`src/rtl/sample_pacer.sv`:
```
// Sample pacer: a small FIFO drained at one sample every PERIOD enabled clocks,
// with a strobe per output slot and a sticky underflow flag for empty slots.
module sample_pacer #(
    parameter int WIDTH  = 16,
    parameter int PERIOD = 128,
    parameter int DEPTH  = 16
) (
    input  logic                     clk_in,
    input  logic                     reset_in,
    input  logic                     enable_in,
    input  logic                     wr_valid_in,
    input  logic [WIDTH-1:0]         wr_data_in,
    output logic                     wr_ready_out,
    output logic                     ready_out,
    output logic [WIDTH-1:0]         signal_out,
    output logic                     underflow_out,
    input  logic                     clear_in,
    output logic [$clog2(DEPTH):0]   level_out
);

    localparam int CW = $clog2(PERIOD);
    localparam int AW = $clog2(DEPTH);
    localparam int LW = AW + 1;

    logic [CW-1:0]    cnt;
    logic [AW-1:0]    wr_ptr;
    logic [AW-1:0]    rd_ptr;
    logic [WIDTH-1:0] mem [DEPTH];
    logic             tick;
    logic             push;
    logic             pop;
    logic             empty;

    // Full/empty decisions use the level before this edge, so a tick never
    // frees room for a same-edge push and a same-edge push never feeds a pop.
    assign empty        = (level_out == '0);
    assign wr_ready_out = (level_out != LW'(DEPTH));
    assign tick         = enable_in && (cnt == CW'(PERIOD - 1));
    assign push         = wr_valid_in && wr_ready_out;
    assign pop          = tick && !empty;

    always_ff @(posedge clk_in or negedge reset_in) begin
        if (!reset_in) begin
            cnt <= '0;
        end else if (!enable_in || tick) begin
            cnt <= '0;
        end else begin
            cnt <= cnt + 1'b1;
        end
    end

    // Storage carries no reset; only the pointers and level define contents.
    always_ff @(posedge clk_in) begin
        if (push) begin
            mem[wr_ptr] <= wr_data_in;
        end
    end

    always_ff @(posedge clk_in or negedge reset_in) begin
        if (!reset_in) begin
            wr_ptr    <= '0;
            rd_ptr    <= '0;
            level_out <= '0;
        end else begin
            if (push) begin
                wr_ptr <= wr_ptr + 1'b1;
            end
            if (pop) begin
                rd_ptr <= rd_ptr + 1'b1;
            end
            case ({push, pop})
                2'b10:   level_out <= level_out + 1'b1;
                2'b01:   level_out <= level_out - 1'b1;
                default: level_out <= level_out;
            endcase
        end
    end

    // An empty slot still strobes with zero so the downstream rate never slips.
    always_ff @(posedge clk_in or negedge reset_in) begin
        if (!reset_in) begin
            ready_out     <= 1'b0;
            signal_out    <= '0;
            underflow_out <= 1'b0;
        end else begin
            ready_out <= tick;
            if (pop) begin
                signal_out <= mem[rd_ptr];
            end else if (tick) begin
                signal_out <= '0;
            end
            if (tick && empty) begin
                underflow_out <= 1'b1;
            end else if (clear_in) begin
                underflow_out <= 1'b0;
            end
        end
    end

endmodule

```
`config.mk`:
```
export PLATFORM = sky130hd
export DESIGN_NAME = sample_pacer
export DESIGN_NICKNAME = d
export VERILOG_FILES = /design/src/rtl/sample_pacer.sv
export SDC_FILE = /design/constraint.sdc
export NUM_CORES = 1
export LEC_CHECK = 0
export CORE_MARGIN = 2
export CORE_UTILIZATION = 60
export DETAILED_ROUTE_END_ITERATION = 10
export PLACE_DENSITY = 0.79
export SYNTH_ARGS = -nofsm -noshare
export SYNTH_HDL_FRONTEND = slang
export SYNTH_SLANG_ARGS = --single-unit
export TNS_END_PERCENT = 100
```
`constraint.sdc`:
```
create_clock -name clk_in -period 3.4 [get_ports clk_in]
set_input_delay 0.68 -clock clk_in [delete_from_list [all_inputs] [get_ports clk_in]]
set_output_delay 0.68 -clock clk_in [all_outputs]
set_load 0.1 [all_outputs]
```
==> run_results.csv, run 1 <==
group,metric,value,unit
critical_path,cpMaxStageDelayCell,"clkdlybuf4s50_1",
floorplanning,die_h,144,µm
clock_tree,clock_path_buffers,3,
run,max_cap_viol_count,0,
clock_tree,clk_latency,0.55,ns
clock_tree,cts_hold_buf,0,
sta,period_share,81.9,%
synthesis,synthCells,584,
synthesis,synth-simple-area-share,2.90,%
synthesis,synth_edf_count,256,
synthesis,ys_types,38,
critical_path,crit_top_cell,"ha_1",
sta,worst_slew_pin_slew,0.968,ns
sta,setup_tns,0,ns
synthesis,synth_nets,614,
sta,maxSlewHeadroom,35.2,%
finish,layout_common_cells,"256 x edfxtp_1, 61 x buf_4, 42 x mux4_2",
clock_tree,cts_resized,0,
placed_design,dp.cells,905,
clock_tree,cts_tree,"yes",
route,num_vias,5910,
placed_design,routabilityCongestion,0.855,
route,dr_wl_met2,12.1,mm
critical_path,critPathBufInv,2,
finish,final_cells,959,
power_and_ir_drop,finalPower,8.57,mW
route,wl_per_cell,24.8,µm
synthesis,synthAdderAreaFrac,0.962,%
route,drt_iter0_drc,595,
placed_design,dp_hpwl,14.4,mm
floorplanning,start_util,60.7,%
synthesis,synthMuxAreaShare,16.0,%
power_and_ir_drop,power.density,634,nW/µm²
clock_tree,post-cts-setup-buffers,0,
worst_hold_path,min_path_type,"in -> async",
critical_path,path_class,"in -> reg",
sta,maxSlewViolCount,0,
finish,final_common_cell,"edfxtp_1",
global_routing,first_global_vias,6100,
critical_path,crit_path_max_incr_delay,0.56,ns
route,drc,0,
route,wl_met1,9.63,mm
synthesis,synthArstFlopShare,12.9,%
synthesis,syn_area,11700,µm²
synthesis,synth_top_family_by_area,"multiplexers",
clock_tree,root_buffer,"clkbuf_16",
critical_path,worstPathCellList,"clkdlybuf4s50_1 -> nand4_2 -> a211o_1 -> inv_1 -> ha_1 -> xor2_1 -> ha_1 -> and3b_1 -> o21ai_0 -> a21oi_1 -> xnor2_1",
synthesis,synthFlopType,"edfxtp_1",
global_routing,grt.total_usage,24.3,%
route,met3_length,1.71,mm
placed_design,placed_area,12600,µm²
finish,antennaDiodeCount,0,
route,top_layer_used,"met4",
synthesis,ys_seq_elements,294,
sta,rsz0062_at_grt,"false",
critical_path,critical_path_arrival,3.25,ns
sta,fin_crit,2.79,ns
finish,finish.utilization,70.1,%
critical_path,crit_family,"buffers and inverters",
synthesis,synth.avg_cell_area,20.0,µm²
sta,fin_ws,0.614,ns
synthesis,synth_xor_area_share,1.35,%
sta,setup_viol,0,
route,vias_per_cell,6.16,
clock_tree,path_clk_slew,0.06,ns
finish,nets,701,
floorplanning,dieArea,20600,µm²
critical_path,crit_path_max_fanout,8,
floorplanning,coreArea,19300,µm²
finish,area_growth,15.4,%
floorplanning,num_rows,51,
clock_tree,clkSinkCount,294,
placed_design,port_buffers,44,
route,drt-total-wl,23.8,mm
run_status,status,"finished, final reports clean",
synthesis,synth_compound_area_share,3.09,%
global_routing,gr-total-overflow,0,
sta,fin_skew,0.0210,ns
sta,hold_viol_final,0,
route,firstDrtPassIters,5,
power_and_ir_drop,vdd_drop_max,0.483,mV
finish,drive_gt1_share,24.8,%
global_routing,antenna_found_initial,0,
sta,fmax,359,MHz
synthesis,ys_seq_area_share,73.8,%
critical_path,startpoint_type,"input port",
finish,finalInstanceArea,13500,µm²
placed_design,pre_cts_ws,0.214,ns
global_routing,grt_pass1_wl,36.7,mm
floorplanning,ioPinCount,45,
global_routing,grt_max_degree,67,
clock_tree,cts_inserted_buffers,29,
synthesis,yosys_warnings,0,
route,drtAntennaViolNets,0,
power_and_ir_drop,p_leak,4.61,nW
clock_tree,ctsHtreeMaxLevel,1,
critical_path,crit_path_end_kind,"flip-flop",
floorplanning,die_w,144,µm
sta,holdWs,0.297,ns
critical_path,ff2ff_setup_slack,0.72,ns
critical_path,crit_required,3.86,ns
==> where the power goes <==
group | leakage, nW | switching [mW] | total (mW) | internal, mW
Clock | 0.446 | 1.26 | 3.04 | 1.78
Combinational | 1.35 | 0.720 | 1.04 | 0.320
Sequential | 2.82 | 0.190 | 4.49 | 4.29
Total | 4.61 | 2.17 | 8.57 | 6.39
==> cells in the mapped netlist, types with 4 or more instances <==
cell type  number  share of area, %
a21o_1         16               1.0
a21oi_1         4              0.17
buf_2           8              0.34
buf_4           6              0.38
buf_6           6              0.58
clkbuf_1        6              0.19
dfrtp_1        38               8.1
edfxtp_1      256                66
ha_1            9              0.96
inv_1           7              0.22
mux2_2         17               1.6
mux2i_1        16               1.4
mux4_1         22               4.9
mux4_2         42               8.1
nand2_1        12              0.38
nor2_1         33               1.1
nor3_1          4              0.17
o21ai_0        19              0.81
o21ai_1        16              0.68
xnor2_1        11              0.82
xor2_1          7              0.52
==> kinds of logic after synthesis <==
| logic type | Yosys count |
|---|---|
| compound gates | 60 |
| xor+xnor | 18 |
| fa+ha+maj | 9 |
| buf+inv | 37 |
| flops | 294 |
| mux | 97 |
| simple gates | 69 |
==> routing by layer <==
layer / global-route usage, % / vias to the layer above
li1: - / 2524
met1: 35.3 / 3067
met2: 40.3 / 275
met3: 3.40 / 44
met4: 5.31 / 0
met5: 0 / -
==> path summary, 6_finish.rpt <==
kind / startpoint / to / cells after the start
setup / recovery: enable_in / level_out[4]$_DFFE_PN0P_ / 11
hold / removal: reset_in / level_out[2]$_DFFE_PN0P_ / 1
setup reg to reg: level_out[1]$_DFFE_PN0P_ / level_out[2]$_DFFE_PN0P_ / 10
hold reg to reg: cnt[0]$_DFF_PN0_ / cnt[0]$_DFF_PN0_ / 1
max in group asynchronous: reset_in / rd_ptr[2]$_DFFE_PN0P_ / 1
min in group clk_in: cnt[0]$_DFF_PN0_ / cnt[0]$_DFF_PN0_ / 1
==> cell type report <==
type                    instances  area, µm²
clock buffers                  43        798
clock inverters                11        115
fillers                      1203       5760
inverters                       7       26.3
multi-input cells             253       2870
flip-flops and latches        294       8640
well taps                     265        332
repair buffers                 86        733
==> state kept, by name, indices dropped and copies added (netlist names) <==
signal	count
mem	256
signal_out	16
cnt	7
level_out	5
rd_ptr	4
wr_ptr	4
ready_out	1
underflow_out	1
(Power assumes the default switching activity.)
==> run 2, diff against run 1 <==
==> constraint.sdc (replaced) <==
create_clock -name clk_in -period 2.8 [get_ports clk_in]
set_input_delay 0.56 -clock clk_in [delete_from_list [all_inputs] [get_ports clk_in]]
set_output_delay 0.56 -clock clk_in [all_outputs]
set_load 0.1 [all_outputs]
==> run 2 against run 1 <==
Against the previous run:
- critical path depth shrank 2
- highest routed layer unchanged
- non-clock buffer count grew 1
- first-iteration DRC count fell by 31%
- via count down 2.0%
- wire length is 3.5% lower
==> run_results.csv, run 2 (same netlist as run 1, synthesis figures left out) <==
group,metric,value,unit
sta,setup_viol,0,
power_and_ir_drop,vdd_drop_max,0.647,mV
critical_path,critPathBufInv,2,
route,firstDrtPassIters,6,
sta,setup_tns,0,ns
critical_path,cpMaxStageDelayCell,"dfrtp_2",
clock_tree,cts_hold_buf,0,
finish,largest_register_ffs,256,
critical_path,startpoint,"level_out[1]$_DFFE_PN0P_",
finish,drive_gt1_share,26.7,%
worst_hold_path,min_path_type,"in -> async",
critical_path,critical_path_arrival,2.84,ns
global_routing,grt_max_degree,52,
finish,multiInputGateArea,2870,µm²
floorplanning,die_w,144,µm
floorplanning,die_h,144,µm
clock_tree,clk_latency,0.54,ns
critical_path,crit_required,3.24,ns
placed_design,dp_hpwl,14.0,mm
route,drc,0,
power_and_ir_drop,swShare,25.6,%
power_and_ir_drop,clkPwrFrac,35.6,%
power_and_ir_drop,p_seq_share,52.4,%
finish,ff_latch_area,8650,µm²
floorplanning,num_rows,51,
critical_path,crit_path_max_incr_delay,0.47,ns
clock_tree,ctsHtreeMaxLevel,1,
global_routing,antenna_found_initial,0,
power_and_ir_drop,internal_power,7.73,mW
route,vias_per_cell,6.04,
clock_tree,clkSinkCount,294,
sta,rsz0062_at_grt,"false",
run,max_cap_viol_count,0,
global_routing,grt_pass1_wl,35.3,mm
power_and_ir_drop,p_leak,4.60,nW
route,wl_per_cell,24.0,µm
finish,final_common_cell,"edfxtp_1",
global_routing,gr-total-overflow,0,
sta,worst_slew_pin_slew,0.946,ns
floorplanning,ioPinCount,45,
route,drt_iter0_drc,409,
power_and_ir_drop,power_frac_comb,12.0,%
clock_tree,post-cts-setup-buffers,0,
finish,layout_common_cells,"256 x edfxtp_1, 64 x buf_4, 42 x mux4_2",
finish,nets,701,
critical_path,crit_path_max_fanout,8,
power_and_ir_drop,switchingPower,2.66,mW
floorplanning,start_util,60.7,%
placed_design,routabilityCongestion,0.786,
clock_tree,cts_tree,"yes",
sta,maxSlewHeadroom,36.9,%
critical_path,path_class,"reg -> reg",
run_status,status,"finished, final reports clean",
sta,fin_crit,2.40,ns
critical_path,r2r_start,"level_out[1]$_DFFE_PN0P_",
critical_path,worstPathCellList,"nor4_4 -> a211o_1 -> inv_1 -> buf_4 -> ha_1 -> xor2_1 -> a21oi_1 -> a21oi_1 -> xor2_1",
critical_path,path_depth,9,
sta,hold_viol_final,0,
critical_path,crit_path_end_kind,"flip-flop",
clock_tree,path_clk_slew,0.07,ns
sta,fmax,417,MHz
finish,reg_top3,"mem (256), signal_out (16), cnt (7)",
finish,finish.utilization,70.2,%
sta,period_share,85.6,%
critical_path,crit_family,"compound AO/OA/AOI/OAI gates",
clock_tree,clock_path_buffers,3,
route,num_vias,5789,
finish,antennaDiodeCount,0,
route,drtAntennaViolNets,0,
critical_path,rr_worst_depth,9,
critical_path,startpoint_type,"flip-flop",
global_routing,grt.total_usage,23.3,%
route,drt-total-wl,23.0,mm
power_and_ir_drop,power.density,768,nW/µm²
finish,regMostFlops,"mem",
finish,fillers,1202,
global_routing,first_global_vias,6131,
floorplanning,dieArea,20600,µm²
finish,area_growth,15.6,%
floorplanning,coreArea,19300,µm²
sta,maxSlewViolCount,0,
clock_tree,cts_resized,0,
clock_tree,cts_inserted_buffers,28,
placed_design,port_buffers,44,
clock_tree,root_buffer,"clkbuf_16",
sta,fin_skew,0.0200,ns
==> run 2: changes by cell type in the layout (fill, tap and decap cells not counted), sizes merged <==
cell	previous run	this run
clkinvlp	0	6
clkbuf	43	30
clkinv	8	13
bufinv	2	3
inv	8	7
buf	65	68
clkdlybuf4s50	21	19
==> run 2: layout make-up <==
cell class / count / area share [%]
Inverter: 7 / 0.194
Clock inverter: 22 / 1.58
Timing Repair Buffer: 87 / 5.44
Tap cell: 265 / 2.45
Sequential cell: 294 / 63.9
Clock buffer: 30 / 5.23
Multi-Input combinational cell: 253 / 21.2
==> run 2: power groups by stage <==
stage | registers [mW] | logic, mW | clock network (mW)
final | 5.44 | 1.25 | 3.70
after global routing | 5.47 | 1.33 | 3.93
after CTS | 5.44 | 1.26 | 3.77
after detailed placement | 5.53 | 1.25 | 0
after global placement | 5.48 | 1.20 | 0
after floorplan | 5.70 | 0.557 | 0
==> run 2: final timing paths <==
path                                               to  slack (ns)
max in group asynchronous       rd_ptr[0]$_DFFE_PN0P_        1.99
max                          level_out[3]$_DFFE_PN0P_        0.40
min reg2reg                          cnt[0]$_DFF_PN0_        0.47
min                        signal_out[12]$_DFFE_PN0P_        0.17
min in group clk_in                  cnt[0]$_DFF_PN0_        0.47
max reg2reg                  level_out[3]$_DFFE_PN0P_        0.40
==> run 2: stage by stage <==
step	hold slack (ns)	area, µm²	power, mW	setup WS, ns	std cells
final	0.174	13500	10.4	0.404	958
after global placement	0.438	12600	6.69	0.136	906
after global routing	0.228	13500	10.7	0.255	958
after CTS	0.173	13500	10.5	0.413	958
after floorplan	0.264	11700	6.26	0.0190	584
after detailed placement	0.470	12600	6.78	0.0398	906
==> run 2: worst register-to-register path, stage by stage, from the launching register on <==
cell and delay [ns]:
dfrtp_2 0.47, nor4_4 0.39, a211o_1 0.22, inv_1 0.06, buf_4 0.14, ha_1 0.23, xor2_1 0.23, a21oi_1 0.12
a21oi_1 0.25, xor2_1 0.19
==> run 2: per-layer routing <==
metal  vias up  track usage [%]  part of all wire (%)
li1       2529                -                     -
met1      3017             31.2                    40
met2       212             40.8                    52
met3        31             3.80                   6.5
met4         0             5.37                   1.8
met5         -                0                     0
==> run 3, diff against run 2 <==
--- a/config.mk
+++ b/config.mk
@@ -9,6 +9,7 @@
 export CORE_UTILIZATION = 60
 export DETAILED_ROUTE_END_ITERATION = 10
 export PLACE_DENSITY = 0.79
+export SKIP_CTS_REPAIR_TIMING = 1
 export SYNTH_ARGS = -nofsm -noshare
 export SYNTH_HDL_FRONTEND = slang
 export SYNTH_SLANG_ARGS = --single-unit
==> results of run 3 <==
No change in the layout: final DEF, timing and power equal those of run 2.
